### src/rtl/ser_if.sv
// Parallel-word handshake plus one-bit serial data/valid pair of the serializer.
// The master modport is the upstream/observer side, the slave modport is the serializer itself.
interface ser_if #(
  parameter int DATA_W = 16,
  parameter int MOD_W  = 4
);
  logic [DATA_W-1:0] data_i;
  logic [MOD_W-1:0]  data_mod_i;
  logic              data_val_i;
  logic              ready_o;
  logic              ser_data_o;
  logic              ser_data_val_o;
  logic              busy_o;

  modport master (
    output data_i, data_mod_i, data_val_i,
    input  ready_o, ser_data_o, ser_data_val_o, busy_o
  );

  modport slave (
    input  data_i, data_mod_i, data_val_i,
    output ready_o, ser_data_o, ser_data_val_o, busy_o
  );
endinterface

### src/rtl/serializer.sv
// MSB-first parallel-to-serial transmitter with a one-word holding buffer,
// so consecutive words leave the block with no idle cycle between them.
module serializer #(
  parameter int DATA_W = 16,
  parameter int MOD_W  = 4
) (
  input logic   clk_i,
  input logic   arst_n_i,
  ser_if.slave  bus
);
  localparam logic [0:0]     ST_IDLE  = 1'b0;
  localparam logic [0:0]     ST_SHIFT = 1'b1;
  localparam logic [MOD_W:0] LEN_FULL = (MOD_W + 1)'(DATA_W);
  localparam logic [MOD_W:0] LEN_ONE  = (MOD_W + 1)'(1);
  localparam logic [MOD_W:0] LEN_TWO  = (MOD_W + 1)'(2);

  logic [DATA_W-1:0] sh_r, sh_s;
  logic [MOD_W:0]    cnt_r, cnt_s;
  logic [DATA_W-1:0] hb_data_r, hb_data_s;
  logic [MOD_W:0]    hb_len_r, hb_len_s;
  logic              hb_full_r, hb_full_s;

  logic [0:0]        state_s;
  logic [MOD_W:0]    len_s;
  logic              take_s;

  // Decode the offered word: effective length and whether a legal word is handed over.
  always_comb begin
    len_s = '0;
    if (bus.data_mod_i == '0) begin
      len_s = LEN_FULL;
    end else begin
      len_s = {1'b0, bus.data_mod_i};
    end
    // Lengths 1 and 2 are consumed by the handshake but otherwise dropped.
    take_s  = bus.data_val_i & ~hb_full_r & (len_s > LEN_TWO);
    state_s = (cnt_r != '0) ? ST_SHIFT : ST_IDLE;
  end

  // Next-state logic for the shifter and the holding buffer.
  always_comb begin
    sh_s      = sh_r;
    cnt_s     = cnt_r;
    hb_data_s = hb_data_r;
    hb_len_s  = hb_len_r;
    hb_full_s = hb_full_r;
    case (state_s)
      ST_IDLE: begin
        if (take_s) begin
          sh_s  = bus.data_i;
          cnt_s = len_s;
        end else begin
          cnt_s = '0;
        end
      end
      ST_SHIFT: begin
        sh_s  = {sh_r[DATA_W-2:0], 1'b0};
        cnt_s = cnt_r - LEN_ONE;
        if (cnt_r == LEN_ONE) begin
          // Last bit on the wire: the buffered word wins over a fresh one.
          if (hb_full_r) begin
            sh_s      = hb_data_r;
            cnt_s     = hb_len_r;
            hb_full_s = 1'b0;
            if (take_s) begin
              hb_data_s = bus.data_i;
              hb_len_s  = len_s;
              hb_full_s = 1'b1;
            end else begin
              hb_data_s = hb_data_r;
            end
          end else if (take_s) begin
            sh_s  = bus.data_i;
            cnt_s = len_s;
          end else begin
            cnt_s = '0;
          end
        end else if (take_s) begin
          hb_data_s = bus.data_i;
          hb_len_s  = len_s;
          hb_full_s = 1'b1;
        end else begin
          hb_full_s = hb_full_r;
        end
      end
      default: begin
        cnt_s     = '0;
        hb_full_s = 1'b0;
      end
    endcase
  end

  // State registers; reset drops any word in flight or buffered.
  always_ff @(posedge clk_i or negedge arst_n_i) begin
    if (!arst_n_i) begin
      sh_r      <= '0;
      cnt_r     <= '0;
      hb_data_r <= '0;
      hb_len_r  <= '0;
      hb_full_r <= 1'b0;
    end else begin
      sh_r      <= sh_s;
      cnt_r     <= cnt_s;
      hb_data_r <= hb_data_s;
      hb_len_r  <= hb_len_s;
      hb_full_r <= hb_full_s;
    end
  end

  // Outputs decode register state only, so reset clears them without a clock.
  assign bus.ser_data_val_o = (cnt_r != '0);
  assign bus.ser_data_o     = (cnt_r != '0) & sh_r[DATA_W-1];
  assign bus.ready_o        = ~hb_full_r;
  assign bus.busy_o         = (cnt_r != '0) | hb_full_r;
endmodule
### src/flat_wrapper.sv
// flat-port wrapper written by rule: the top's interface ports become plain ports
module serializer_flat 
#(
  parameter int DATA_W = 16,
  parameter int MOD_W  = 4
)
  (clk_i, arst_n_i, bus_data_i, bus_data_mod_i, bus_data_val_i, bus_ready_o, bus_ser_data_o, bus_ser_data_val_o, bus_busy_o);
  ser_if #(.DATA_W(DATA_W), .MOD_W(MOD_W)) bus_i ();
  input logic clk_i;
  input logic arst_n_i;
  input wire logic [$bits(bus_i.data_i)-1:0] bus_data_i;
  input wire logic [$bits(bus_i.data_mod_i)-1:0] bus_data_mod_i;
  input wire logic [$bits(bus_i.data_val_i)-1:0] bus_data_val_i;
  output wire logic [$bits(bus_i.ready_o)-1:0] bus_ready_o;
  output wire logic [$bits(bus_i.ser_data_o)-1:0] bus_ser_data_o;
  output wire logic [$bits(bus_i.ser_data_val_o)-1:0] bus_ser_data_val_o;
  output wire logic [$bits(bus_i.busy_o)-1:0] bus_busy_o;
  assign bus_i.data_i = bus_data_i;
  assign bus_i.data_mod_i = bus_data_mod_i;
  assign bus_i.data_val_i = bus_data_val_i;
  assign bus_ready_o = bus_i.ready_o;
  assign bus_ser_data_o = bus_i.ser_data_o;
  assign bus_ser_data_val_o = bus_i.ser_data_val_o;
  assign bus_busy_o = bus_i.busy_o;
  serializer #(.DATA_W(DATA_W), .MOD_W(MOD_W)) u_core (.clk_i(clk_i), .arst_n_i(arst_n_i), .bus(bus_i));
endmodule
### config.mk
export PLATFORM = sky130hd
export DESIGN_NAME = serializer_flat
export DESIGN_NICKNAME = d
export VERILOG_FILES = /design/src/rtl/ser_if.sv /design/src/rtl/serializer.sv /design/src/flat_wrapper.sv
export SDC_FILE = /design/constraint.sdc
export NUM_CORES = 1
export LEC_CHECK = 0
export ABC_CLOCK_PERIOD_IN_PS = 2400
export BUFFER_PORTS_ARGS = -buffer_cell sky130_fd_sc_hd__buf_2
export CAP_MARGIN = 20
export CORE_ASPECT_RATIO = 0.5
export CORE_MARGIN = 2
export CORE_UTILIZATION = 56
export CTS_CLUSTER_SIZE = 10
export DETAILED_ROUTE_END_ITERATION = 16
export PLACE_DENSITY = 0.78
export SLEW_MARGIN = 40
export SYNTH_ARGS = -nofsm -noshare
export SYNTH_HDL_FRONTEND = slang
export SYNTH_SLANG_ARGS = --single-unit
export TNS_END_PERCENT = 10
### constraint.sdc
create_clock -name clk_i -period 2.4 [get_ports clk_i]
set_input_delay 0.12 -clock clk_i [delete_from_list [all_inputs] [get_ports clk_i]]
set_output_delay 0.12 -clock clk_i [all_outputs]
set_load 0.02 [all_outputs]
* After elaboration in Yosys (flattened, before gate mapping)
Index checks and enable logic that the tools add are counted.
Storage, ports and cells: bits of input ports 23, word-level logic and storage cells 42, memories 0, output and inout port bits 4, bits in latches 0, ROM bits 0, bits in writable memories 0, register bits 43
Operators by class: bitwise logic cells 6, equal/unequal tests 3, $add $sub $neg 1, shifts and indexed selects 0, $lt $le $gt $ge 1, muxes and demuxes 21, reductions and logical operators 5, multipliers 0, div/mod/pow operators 0
Operators with widths (number):
- 2-to-1 mux 16 bit | 7
- 2-to-1 mux 5 bit | 7
- one-hot mux 16 bit (2 select lines) | 1
- one-hot mux 5 bit (2 select lines) | 1
- equality test 5 x 1 -> 1 bit, second input constant | 1
- > comparator 5 x 2 -> 1 bit, second input constant | 1
- 2-to-1 mux 1 bit | 5
- nonzero test 5 bit | 1
- subtractor 5 x 1 -> 5 bit, second input constant | 1
- logical NOT 4 bit | 1
- inequality test 2 x 1 -> 1 bit, second input constant | 2
- AND reduction 2 bit | 2
- AND 1 bit | 3
- NOT 1 bit | 2
- nonzero test 2 bit | 1
- OR 1 bit | 1

* Logic depth before layout (Yosys ltp)
depth after elaboration 8, depth in mapped cells 8, mapped depth without buffers 6

* Worst setup path after synthesis
Ideal clock, no wire load.
kind flip-flop to flip-flop, start point register u_core.cnt_r[0], end point register u_core.hb_data_r[0], required time 2272 ps, clock period less this slack 1831 ps, path slack 569 ps, buffers on the path 2, arrival time 1703 ps, stages on the path, launching flop included 7, cells stage by stage dfrtp_1 -> ha_1 -> clkbuf_1 -> o21ai_1 -> nand2_1 -> buf_2 -> mux2_1
Between the ends: cells in the longest elaborated chain, start to end 3, elaborated cells on any way between the ends 6, those cells by class 2 x eq/ne; 2 x mux; 2 x reduce/logical
Ends and longest elaborated chain:
- from (decl) | line serializer.sv:18 | logic [MOD_W:0] cnt_r, cnt_s;
- from (signal assigned) | line serializer.sv:103 | cnt_r <= cnt_s;
- equality test 5 x 1 -> 1 bit or nonzero test 5 bit (tied branches) | line serializer.sv:59, serializer.sv:37
- inequality test 2 x 1 -> 1 bit (no source line) or 2-to-1 mux 1 bit (tied branches)
- AND reduction 2 bit (no source line)
- to (signal assigned) | line serializer.sv:104 | hb_data_r <= hb_data_s;
- to (decl) | line serializer.sv:19 | logic [DATA_W-1:0] hb_data_r, hb_data_s;
Parallel ways exist; a longest one is shown, timed or not. A chain may end at the register's enable or synchronous reset.

* Final worst setup path
start point register u_core.cnt_r[2], end point register u_core.sh_r[6]
Between the ends: cells in the longest elaborated chain, start to end 4, elaborated cells on any way between the ends 7, those cells by class 2 x eq/ne; 3 x mux; 1 x bitwise; 1 x reduce/logical
Ends and longest elaborated chain:
- nonzero test 5 bit | line serializer.sv:37 | state_s = (cnt_r != '0) ? ST_SHIFT : ST_IDLE;
- 2-to-1 mux 1 bit | line serializer.sv:37
- NOT 1 bit | line serializer.sv:47 | case (state_s)
- one-hot mux 16 bit (2 select lines) or inequality test 2 x 1 -> 1 bit (tied branches)
- to (signal assigned) | line serializer.sv:102 | sh_r <= sh_s;
- to (decl) | line serializer.sv:17 | logic [DATA_W-1:0] sh_r, sh_s;
Parallel ways exist; a longest one is shown, timed or not.

==> results.md <==
* Status: complete, no violations
* Final Skew at 0.00549 ns
* First-pass GRT wire length at ~6.8 mm
* Drt pass-1 iters at 4
* Core Rows at 15
* Hold Fails Final Rpt at 0
* Via count at approximately 1500
* Initial antenna violation count at 0
* WHS at ~0.048 ns
* Cell family with most CP delay: compound AO/OA/AOI/OAI gates
* Drt wl/cell at ~16 µm
* Layout area overhead at 14.6%
* Hpwl dp at roughly 2.8 mm
* Ant. Diodes at 0
* Num Clock Sinks at 43
* Die X at 89.1 µm
* H-tree depth at 2
* Placed Instances at approximately 240
* Crit end category: register
* Max Cap Viol at 0
* WP data arrival at ~2.2 ns
* Pre-CTS setup slack at about 0.45 ns
* P_leak at roughly 1.0 nW
* Most common cell after layout, fill and taps aside: dfrtp_1
* Setup TNS Final at 0 ns
* Max-slew violation count at 0
* ANT nets after route at 0
* Tcrit/Tclk final at between 80 and 90%
* Highest clock rate at between 500 and 600 MHz
* R2r setup slk at ~0.41 ns
* Net Count, Synth at 190
* Most frequent cells in the layout: dfrtp_1, buf_2, mux2_1
* Port Buffers at 26
* CTS root buffer: clkbuf_8
* Post-CTS Resized at 0
* Worst-path clk slew at approximately 0.08 ns
* Power per Cell Area at approximately 1100 nW/µm²
* Count of cell types in the netlist at 31
* Starting DRT DRC Count at 104
* Clk buf depth at 2
* Initial Util at approximately three fifths
* DRC violations left at 0
* Post-CTS Hold Fix Bufs at 1
* Vias in the first global route at between 1000 and 1500
* Setup WS post-layout at roughly 0.41 ns
* Final setup viols at 0
* Layout Cell Area excl Fill at 2320 µm²
* Worst-path cell chain: or3_1 -> a211oi_1 -> nor3_4 -> a221o_1
* Kind of critical path: reg -> reg
* Seq/Total Area, Yosys at between 50% and 60%
* Crit path buf inv count at 0
* Pin count of the biggest net entering global routing at 44
* RSZ-0062 raised after global routing: no
* Setup bufs post-CTS at 0
* Die ar. at 4150 µm²
* Hold Path Class: in -> reg
* Slew at the pin closest to its max-slew limit at 0.631 ns
* Critical Path RT at roughly 2.6 ns
* Non-filler instance count after layout at 248
* Slew headroom at 57.9%
* Crit start category: register
* Maximum vdd drop at ~0.00063 V
* Max stage delay cell, worst path: or3_1
* Final WL at 3.99 mm
* Die outline height at around 47 µm
* Cell Area, Placed at 2230 µm²
* Routability Congestion at roughly 0.8
* Vias per inst at 5.92
* Synthesis-stage register bit count at 43
* Cts bufs inserted at 5
* IO Pins at 27
* Mapped Area at ~2000 µm²
* Synth warn at 0
* Period minus WS final at ~2 ns
* Syn Area/Cell at 12.3 µm²
* CP peak stage delay at between 0.5 and 0.6 ns
* Gr usage total at 22.6%
* CTS tree: yes
* Core Region at roughly 3500 µm²
* Cells after synthesis at about 170
* CP max FO at 15
* Worst skew pair latency at about 0.3 ns
* Total gr overflow at 0
* Fin nets at between 200 and 250
* Layout cells sized above 1 at between 20% and 30%
## synth_stat cells
| master | count | share of area [%] |
|---|---|---|
| a2111oi_4 | 1 | 1.4 |
| a211oi_1 | 2 | 0.74 |
| a21boi_1 | 1 | 0.37 |
| a21oi_1 | 3 | 0.74 |
| a21oi_2 | 1 | 0.43 |
| a221o_1 | 15 | 7.4 |
| a22o_1 | 15 | 6.5 |
| a22oi_1 | 4 | 1.5 |
| a31oi_1 | 3 | 0.93 |
| and2_1 | 2 | 0.62 |
| buf_2 | 5 | 1.2 |
| buf_6 | 2 | 1.1 |
| clkbuf_1 | 2 | 0.37 |
| dfrtp_1 | 43 | 53 |
| ha_1 | 2 | 1.2 |
| inv_1 | 3 | 0.56 |
| inv_2 | 1 | 0.19 |
| mux2_1 | 21 | 12 |
| nand2_1 | 15 | 2.8 |
| nand2b_1 | 3 | 0.93 |
| nand3_1 | 4 | 0.99 |
| nor2_1 | 6 | 1.1 |
| nor2b_1 | 1 | 0.31 |
| nor3_1 | 1 | 0.25 |
| nor3_2 | 3 | 1.5 |
| nor4_1 | 1 | 0.31 |
| o21ai_1 | 1 | 0.25 |
| o221ai_1 | 1 | 0.43 |
| or3_1 | 1 | 0.31 |
| xnor2_1 | 1 | 0.43 |
| xor2_1 | 1 | 0.43 |
## path summary, 6_finish.rpt
| path | start | to | cells past startpoint |
|---|---|---|---|
| setup / recovery | u_core.cnt_r[2]$_DFF_PN0_ | u_core.sh_r[6]$_DFFE_PN0P_ | 4 |
| hold / removal | bus_data_i[8] | u_core.hb_data_r[8]$_DFFE_PN0P_ | 2 |
| setup reg to reg | u_core.cnt_r[2]$_DFF_PN0_ | u_core.sh_r[6]$_DFFE_PN0P_ | 4 |
| hold reg to reg | u_core.hb_data_r[2]$_DFFE_PN0P_ | u_core.hb_data_r[2]$_DFFE_PN0P_ | 1 |
| max in group asynchronous | arst_n_i | u_core.sh_r[7]$_DFFE_PN0P_ | 2 |
| min in group asynchronous | arst_n_i | u_core.hb_len_r[4]$_DFFE_PN0P_ | 2 |
## flip-flops by register name, summed over array words and instances (netlist names)
name / cells
u_core.hb_len_r: 5
u_core.sh_r: 16
u_core.hb_data_r: 16
u_core.hb_full_r: 1
u_core.cnt_r: 5
## final cells by class
cell class              count  area, µm²
fillers                   279       1130
flip-flops and latches     43       1080
multi-input cells         109        896
repair buffers             33        188
clock buffers               6       72.6
well taps                  51       63.8
inverters                   4       15.0
clock inverters             2       12.5
## cells by family (layout without fill, tap and decap cells)
logic type               Yosys count  count (layout)  synth area share (%)
XOR/XNOR                           2               2                 0.864
adder cells (fa/ha/maj)            2               2                  1.23
AND/OR/NAND/NOR                   37              37                  9.07
AO/OA/AOI/OAI                     47              47                  20.6
multiplexers                      21              21                  11.7
flip-flops                        43              43                  53.1
buffers and inverters             13              45                  3.46
## power by group
group | internal, mW | switching [mW]
registers | 1.05 | 0.209
logic | 0.458 | 0.497
clock network | 0.203 | 0.250
total | 1.71 | 0.956
## metal layers
layer  track usage (%)  part of all wire (%)  vias to the layer above
li1                  -                     -                      694
met1              30.8                    48                      730
met2              35.0                    46                       38
met3              6.63                   4.6                        6
met4              7.76                   1.1                        0
met5                 0                     0                        -
## stage by stage
stage / utilization (%) / total power, mW
2_1_floorplan: - / 1.94
6_report: 67.3 / 2.66
4_1_cts: 67.3 / 2.67
3_3_place_gp: 64.0 / 2.15
3_5_place_dp: 64.5 / 2.22
5_1_grt: 67.3 / 2.85
Note: power is estimated with default switching activity, not from simulation.
